[config.mk]
export PLATFORM = sky130hd
export DESIGN_NAME = cvmcu_io_pad_bridge
export DESIGN_NICKNAME = d
export VERILOG_FILES = /design/src/rtl/cvmcu_io_pkg.sv /design/src/rtl/cvmcu_io_clk_div.sv /design/src/rtl/cvmcu_io_pad_bridge.sv
export SDC_FILE = /design/constraint.sdc
export NUM_CORES = 1
export LEC_CHECK = 0
export CAP_MARGIN = 20
export CORE_AREA = 2 2 365 367
export CTS_CLUSTER_SIZE = 40
export DETAILED_ROUTE_END_ITERATION = 8
export DIE_AREA = 0 0 367 369
export GPL_ROUTABILITY_DRIVEN = 0
export GPL_TIMING_DRIVEN = 0
export PLACE_DENSITY = 0.33
export RECOVER_POWER = 25
export SLEW_MARGIN = 15
export SYNTH_ARGS = -nofsm -noshare
export SYNTH_HDL_FRONTEND = slang
export SYNTH_SLANG_ARGS = --single-unit
[constraint.sdc]
create_clock -name clk_i -period 3.3 [get_ports clk_i]
set_clock_uncertainty 0.15 [all_clocks]
set_input_delay 0.33 -clock clk_i [delete_from_list [all_inputs] [get_ports clk_i]]
set_output_delay 0.33 -clock clk_i [all_outputs]
set_load 0.01 [all_outputs]
[src/rtl/cvmcu_io_pkg.sv]
// Shared definitions for the IO pad bridge: pad-config field positions,
// default sizing and the pad-config word type.
package cvmcu_io_pkg;

    // Field index of the pull-up enable inside a pad-config word
    localparam int PULLUP_BIT = 0;

    // Default sizing of the bridge
    localparam int DEF_N_IO  = 48;
    localparam int DEF_CFG_W = 6;

    // One pad-config word at the default width
    typedef logic [DEF_CFG_W-1:0] pad_cfg_t;

endpackage : cvmcu_io_pkg

[src/rtl/cvmcu_io_clk_div.sv]
// Even-ratio clock divider producing a registered 50% duty-cycle output.
// The output first toggles SLOW_DIV/2 cycles after reset is released.
module cvmcu_io_clk_div
    import cvmcu_io_pkg::*;
#(
    parameter int SLOW_DIV = 8
) (
    input  logic clk_i,
    input  logic rst_i,
    output logic slow_clk_o
);

    localparam int HALF  = SLOW_DIV / 2;
    localparam int CNT_W = (HALF > 1) ? $clog2(HALF) : 1;

    logic [CNT_W-1:0] r_cnt;
    logic             r_slow;

    // Count half-periods and toggle the output at the end of each one
    always_ff @(posedge clk_i) begin
        if (rst_i) begin
            r_cnt  <= '0;
            r_slow <= 1'b0;
        end else if (r_cnt == CNT_W'(HALF - 1)) begin
            r_cnt  <= '0;
            r_slow <= ~r_slow;
        end else begin
            r_cnt  <= r_cnt + 1'b1;
        end
    end

    assign slow_clk_o = r_slow;

endmodule : cvmcu_io_clk_div

[src/rtl/cvmcu_io_pad_bridge.sv]
// Chip/board IO pad bridge: resolves pad values, delays them to the chip,
// latches pad configuration, tracks chip/board drive contention and
// provides a divided slow clock.
module cvmcu_io_pad_bridge
    import cvmcu_io_pkg::*;
#(
    parameter int N_IO     = DEF_N_IO,
    parameter int CFG_W    = DEF_CFG_W,
    parameter int DELAY    = 2,
    parameter int SLOW_DIV = 8,
    parameter int CNT_W    = 16
) (
    input  logic                  clk_i,
    input  logic                  rst_i,
    input  logic [N_IO-1:0]       chip_out_i,
    input  logic [N_IO-1:0]       chip_oe_i,
    input  logic [N_IO*CFG_W-1:0] chip_pad_cfg_i,
    input  logic                  cfg_we_i,
    input  logic [N_IO-1:0]       board_drv_i,
    input  logic [N_IO-1:0]       board_en_i,
    input  logic                  clr_i,
    output logic [N_IO-1:0]       pad_o,
    output logic [N_IO-1:0]       io_in_o,
    output logic [N_IO*CFG_W-1:0] pad_cfg_o,
    output logic [N_IO-1:0]       contention_o,
    output logic [CNT_W-1:0]      contention_cnt_o,
    output logic                  slow_clk_o
);

    logic [N_IO*CFG_W-1:0] r_cfg;
    logic [N_IO-1:0]       r_cont;
    logic [CNT_W-1:0]      r_cnt;
    logic [N_IO-1:0]       w_pad;
    logic [N_IO-1:0]       w_cont;
    logic                  w_any_cont;

    // Per-pad resolution: chip drive beats board drive beats the pull value.
    // Contention only counts when both sides drive different values.
    genvar gi;
    generate
        for (gi = 0; gi < N_IO; gi++) begin : g_pad
            assign w_pad[gi]  = chip_oe_i[gi]  ? chip_out_i[gi]  :
                                board_en_i[gi] ? board_drv_i[gi] :
                                r_cfg[gi*CFG_W + PULLUP_BIT];
            assign w_cont[gi] = chip_oe_i[gi] & board_en_i[gi] &
                                (chip_out_i[gi] ^ board_drv_i[gi]);
        end
    endgenerate

    assign w_any_cont = |w_cont;

    // Pad-config register, loaded only on a write strobe
    always_ff @(posedge clk_i) begin
        if (rst_i) begin
            r_cfg <= '0;
        end else if (cfg_we_i) begin
            r_cfg <= chip_pad_cfg_i;
        end
    end

    // Sticky contention flags; a clear loses against a same-cycle contention
    always_ff @(posedge clk_i) begin
        if (rst_i) begin
            r_cont <= '0;
        end else if (clr_i) begin
            r_cont <= w_cont;
        end else begin
            r_cont <= r_cont | w_cont;
        end
    end

    // Saturating count of cycles in which at least one pad contends
    always_ff @(posedge clk_i) begin
        if (rst_i) begin
            r_cnt <= '0;
        end else if (clr_i) begin
            r_cnt <= CNT_W'(w_any_cont);
        end else if (w_any_cont && (r_cnt != {CNT_W{1'b1}})) begin
            r_cnt <= r_cnt + 1'b1;
        end
    end

    // Pad-to-chip delay line of DELAY register stages
    generate
        if (DELAY == 0) begin : g_no_dly
            assign io_in_o = w_pad;
        end else begin : g_dly
            for (gi = 0; gi < DELAY; gi++) begin : g_stage
                logic [N_IO-1:0] r_stage;
                if (gi == 0) begin : g_first
                    // First stage samples the resolved pad values
                    always_ff @(posedge clk_i) begin
                        if (rst_i) r_stage <= '0;
                        else       r_stage <= w_pad;
                    end
                end else begin : g_rest
                    // Later stages shift the previous stage along
                    always_ff @(posedge clk_i) begin
                        if (rst_i) r_stage <= '0;
                        else       r_stage <= g_stage[gi-1].r_stage;
                    end
                end
            end
            assign io_in_o = g_stage[DELAY-1].r_stage;
        end
    endgenerate

    cvmcu_io_clk_div #(
        .SLOW_DIV (SLOW_DIV)
    ) u_clk_div (
        .clk_i      (clk_i),
        .rst_i      (rst_i),
        .slow_clk_o (slow_clk_o)
    );

    assign pad_o            = w_pad;
    assign pad_cfg_o        = r_cfg;
    assign contention_o     = r_cont;
    assign contention_cnt_o = r_cnt;

endmodule : cvmcu_io_pad_bridge

# After elaboration in Yosys (flattened, before gate mapping)
# Index checks and enable logic that the tools add are counted.
dict set report word_totals {
  input_bits 484
  word_cells 262
  output_inout_bits 449
  regBits 451
}
dict set report op_classes {
  eq_ne 2
  n_reduce_logical 5
  add_sub_neg 2
  n_bitwise 146
  mux 99
}
# operator count
set ops {}
lappend ops {{1-bit 2-to-1 mux} 98}
lappend ops {{1-bit AND} 96}
lappend ops {{48-bit 2-to-1 mux} 1}
lappend ops {{48-bit bitwise OR} 1}
lappend ops {{48-bit OR reduction} 1}
lappend ops {{1-bit bitwise XOR} 48}
lappend ops {{16-bit by 1-bit adder with 16-bit output (second input constant)} 1}
lappend ops {{16-bit != test (second input constant)} 1}
lappend ops {{2-bit OR reduction} 2}
lappend ops {{2-bit by 1-bit adder with 2-bit output (second input constant)} 1}
lappend ops {{2-bit == test (second input constant)} 1}
lappend ops {{2-bit nonzero test} 1}
lappend ops {{1-bit logical AND} 1}
lappend ops {{1-bit NOT} 1}

# Longest topological paths before layout
dict set report depth {
  word_depth 6
  depth_mapped 8
  mapped_depth_nobuf 7
}

# Cells and area by module
# From an unflattened synthesis, not the netlist that was laid out.
dict set report hier_totals {
  hier_cells 1645
  hier_area_um2 16728.5
}
# mod seq_area_each_um2 instances area_per_inst_um2 cells_per_inst
set by_module_without_submodules {}
lappend by_module_without_submodules {cvmcu_io_pad_bridge 8968.6 1 16631.0 1637}
lappend by_module_without_submodules {cvmcu_io_clk_div 60.1 1 97.6 8}

# Worst setup path before layout
# OpenSTA, ideal clock, no wires.
dict set report synth_timing {
  path_kind {register to register}
  start {register r_cnt[2], in the netlist contention_cnt_o[2]}
  end {register r_cnt[0], in the netlist contention_cnt_o[0]}
  synth_period_minus_slack_ps 2181
  arrival_ps 1944
  t_required_ps 3063
  setup_time_ps 87
  n_path_buf 0
  stages_incl_launch_ff 8
  path_slack_ps 1119
  path_cell_list {dfxtp_1 and3_4 and4_4 nand2_2 or3_4 o21ai_4 or4b_1 o31ai_1}
}
dict set report synth_via {
  elab_chain_cells 3
}
# element line_no
set synth_rtl {}
lappend synth_rtl {{start: declaration} cvmcu_io_pad_bridge.sv:32} ;# logic [CNT_W-1:0] r_cnt;
lappend synth_rtl {{start signal: assignment} cvmcu_io_pad_bridge.sv:77} ;# r_cnt <= CNT_W'(w_any_cont);
lappend synth_rtl {{start signal: assignment} cvmcu_io_pad_bridge.sv:79} ;# r_cnt <= r_cnt + 1'b1;
lappend synth_rtl {{16-bit != test} cvmcu_io_pad_bridge.sv:78} ;# end else if (w_any_cont && (r_cnt != {CNT_W{1'b1}})) begin
lappend synth_rtl {{1-bit logical AND} cvmcu_io_pad_bridge.sv:78}
lappend synth_rtl {{2-bit nonzero test (no source line)} --}
# No other way between the ends.
# A chain may end at the register's enable or synchronous reset.

# Final worst setup path
dict set report layout_timing {
  start {register r_cfg[126], in the netlist pad_cfg_o[126]}
  end {output pad_o[21]}
}
dict set report layout_via {
  elab_chain_cells 2
}
# element line_no
set layout_rtl {}
lappend layout_rtl {{start: declaration} cvmcu_io_pad_bridge.sv:30} ;# logic [N_IO*CFG_W-1:0] r_cfg;
lappend layout_rtl {{start signal: assignment} cvmcu_io_pad_bridge.sv:57} ;# r_cfg <= chip_pad_cfg_i;
lappend layout_rtl {{1-bit 2-to-1 mux} cvmcu_io_pad_bridge.sv:43} ;# board_en_i[gi] ? board_drv_i[gi] :
lappend layout_rtl {{1-bit 2-to-1 mux} cvmcu_io_pad_bridge.sv:42} ;# assign w_pad[gi] = chip_oe_i[gi] ? chip_out_i[gi] :
lappend layout_rtl {{end: declaration} cvmcu_io_pad_bridge.sv:22} ;# output logic [N_IO-1:0] pad_o,
# No other way between the ends.

==> flow_summary_export.csv <==
group,metric,value,unit
die,fp.dieH,369,um
synth,ys.flop_type,"dfxtp_1",
synth,yosys_warnings,0,
clock_network,cts_sinks,451,
synth,synth_area_leader_cell,"dfxtp_1",
pwr,p_leak,11.9,nW
synth,syn_area,16800,um2
clock_network,cts_buffer_depth,3,
layout,multiInputGateArea,7390,um2
layout,syn_to_final_growth,80.9,%
setup_path,arrival,2.68,ns
setup_path,reg2reg_slack,0.98,ns
route,wl_per_cell,22.5,um
synth,synth_area_per_cell,10.2,um2
die,dieWidth,367,um
place,hpwl,83.2,mm
synth,synth_nets,2133,
route,via_count,15758,
layout,final_area,30400,um2
clock_network,cts_root_buffer,"clkbuf_16",
synth,ys_seq_area_frac,0.538,
route,finalWirelength,100,mm
synth,synth_cell_type_count,50,
synth,yosys.area.top_type_share,0.538,
timing,setup-violations-final,0,
layout,regArea,9030,um2
timing,fin_crit_sh,0.959,
setup_path,cp_max_fo,3,
clock_network,clk_pin_slew,0.06,ns
pwr,irDropWorstVdd,0.351,mV
grt,grt_max_degree,17,
synth,yosys_register_bits,451,
timing,slew_viol_final,0,
place,dpl_cell_area,28300,um2
die,coreArea,131000,um2
timing,fin_tns_setup,0,ns
route,drt-initial-drc-count,584,
synth,synthTopCellsByArea,"dfxtp_1 (54%), mux2i_1 (20%), nor2_1 (7.2%), nor2b_1 (3.7%), xor2_1 (2.5%)",
setup_path,worstSetupPathType,"flip-flop to output pin",
die,initial_core_util,0.128,
place,dp.cells,4333,
pwr,powerDensity,501,nW/um2
setup_path,crit_path_end_kind,"output pin",
grt,grt_pass1_wl,135,mm
die,rows,133,
grt,grt_usage,0.141,
timing,period_minus_slack,3.16,ns
grt,grt_overflow,0,
timing,hold_viol_final,0,
layout,nets,3129,
setup_path,crit_required,2.82,ns
setup_path,critPathLaunchType,"flip-flop",
clock_network,insertion_delay,0.65,ns
clock_network,cts_setup_buffers,0,
timing,fmax,316,MHz
synth,synth_edf_count,0,
synth,syn_inst,1647,
route,ant_nets,0,
layout,drive_above_1_share,0.0439,
route,firstDrtPassIters,5,
worst_hold_path,hold_class,"primary input to flip-flop",
synth,synthTopCellsByCount,"dfxtp_1 (451), mux2i_1 (337), nor2_1 (324)",
timing,worstMarginPinSlew,1.45,ns
grt,grt_pass1_vias,16697,
die,dieArea,135000,um2
clock_network,hold_buffers,0,
layout,fillCellCount,14359,
route,drc_errors,0,
clock_network,htreeDepth,2,
synth,yosys.cell_count.top_type,"dfxtp_1",
timing,rsz0062_at_grt,"false",
timing,max-slew-margin-rel,0.0366,
clock_network,cts_tree,"built",
clock_network,numCtsBuffers,61,
clock_network,postCtsResizedCells,0,
run_status,outcome,"finished, final reports clean",
job,drv_cap,0,
grt,grt_antenna_before_repair,14,
layout,finalNonFillerCells,4451,
die,ioPinCount,933,
place,portBuffers,929,
route,viasPerCell,3.54,
synth,async_flop_share,0,
## final cells by class
class	count	area share
Clock buffer	94	0.0597
Antenna cell	7	0.000577
Multi-Input combinational cell	1103	0.243
Clock inverter	15	0.00684
Tap cell	1755	0.0723
Timing Repair Buffer	933	0.308
Sequential cell	451	0.297
Buffer	90	0.0116
Inverter	3	0.000371
## stage by stage
step                      power (mW)  utilization  setup WS (ns)  hold slack, ns
final                           15.2        0.231          0.135           0.128
after global routing            15.9        0.231        0.00628          0.0868
after CTS                       15.6        0.231         0.0229          0.0552
after detailed placement        8.64        0.216         -0.352           0.269
after global placement          8.63        0.216         -0.833           0.262
after floorplan                 6.85            -           1.12           0.254
## cells by family (layout without fill, tap and decap cells)
kind of cell / after synthesis / count (layout) / synth area share
buf+inv: 93 / 1135 / 0.0215
mux: 337 / 337 / 0.201
xor+xnor: 51 / 51 / 0.0266
other cells: 0 / 7 / 0
simple gates: 574 / 574 / 0.158
flops: 451 / 451 / 0.538
compound gates: 139 / 139 / 0.0530
fa+ha+maj: 2 / 2 / 0.00149
## worst max-delay path, cell delays in order (launching register included)
cell and delay [ns]:
dfxtp_1 0.45, mux2i_1 0.10, o21ai_0 0.66, clkdlybuf4s50_1 0.80
## flip-flops by register name (all words and copies together), names as in the netlist
| register | flops |
|---|---|
| g_dly.g_stage.r_stage | 48 |
| contention_o | 48 |
| u_clk_div.slow_clk_o | 1 |
| pad_cfg_o | 288 |
| io_in_o | 48 |
| contention_cnt_o | 16 |
| u_clk_div.r_cnt | 2 |
## cells in the final DEF (no fill, tap or decap), drive strengths merged, types with 2 or more instances in the layout
master / synthesis / final
o211ai: 5 / 5
nor3: 3 / 3
a32oi: 30 / 30
inv: 3 / 4
dlygate4sd3: 0 / 42
or3: 9 / 9
a22oi: 15 / 15
o21a: 2 / 2
xnor2: 3 / 3
clkdlybuf4s50: 0 / 887
or4: 3 / 3
bufinv: 0 / 4
a21oi: 26 / 26
ha: 2 / 2
and4: 4 / 4
xor2: 48 / 48
diode: 0 / 7
and2: 19 / 19
mux2i: 337 / 337
clkinv: 0 / 9
nand3: 21 / 21
clkbuf: 49 / 146
nor2b: 98 / 98
buf: 41 / 42
and3: 4 / 4
nand2: 72 / 72
dfxtp: 451 / 451
nor2: 324 / 324
nand4: 12 / 12
o21ai: 56 / 56
## power breakdown
| part | total, mW | internal (mW) | switching, mW | leakage (nW) |
|---|---|---|---|---|
| combinational | 2.52 | 1.37 | 1.15 | 7.23 |
| sequential | 5.93 | 5.75 | 0.174 | 3.71 |
| clock | 6.75 | 4.06 | 2.70 | 0.991 |
| total | 15.2 | 11.2 | 4.02 | 11.9 |
## path summary, 6_finish.rpt
path	from	end	depth (start not counted)
setup / recovery	pad_cfg_o[126]	pad_o[21]	3
hold / removal	chip_pad_cfg_i[84]	pad_cfg_o[84]	3
setup reg to reg	contention_cnt_o[2]	contention_cnt_o[0]	7
hold reg to reg	u_clk_div.r_cnt[0]	u_clk_div.r_cnt[0]	1
## metal layers
layer,vias to the layer above,global-route usage,part of all wire
met1,7407,0.144,0.36
met2,609,0.259,0.51
met4,2,0.0468,0.032
met3,128,0.0592,0.092
li1,7612,-,-
met5,-,0,0.000080
Power figures use the tool's default switching activity.
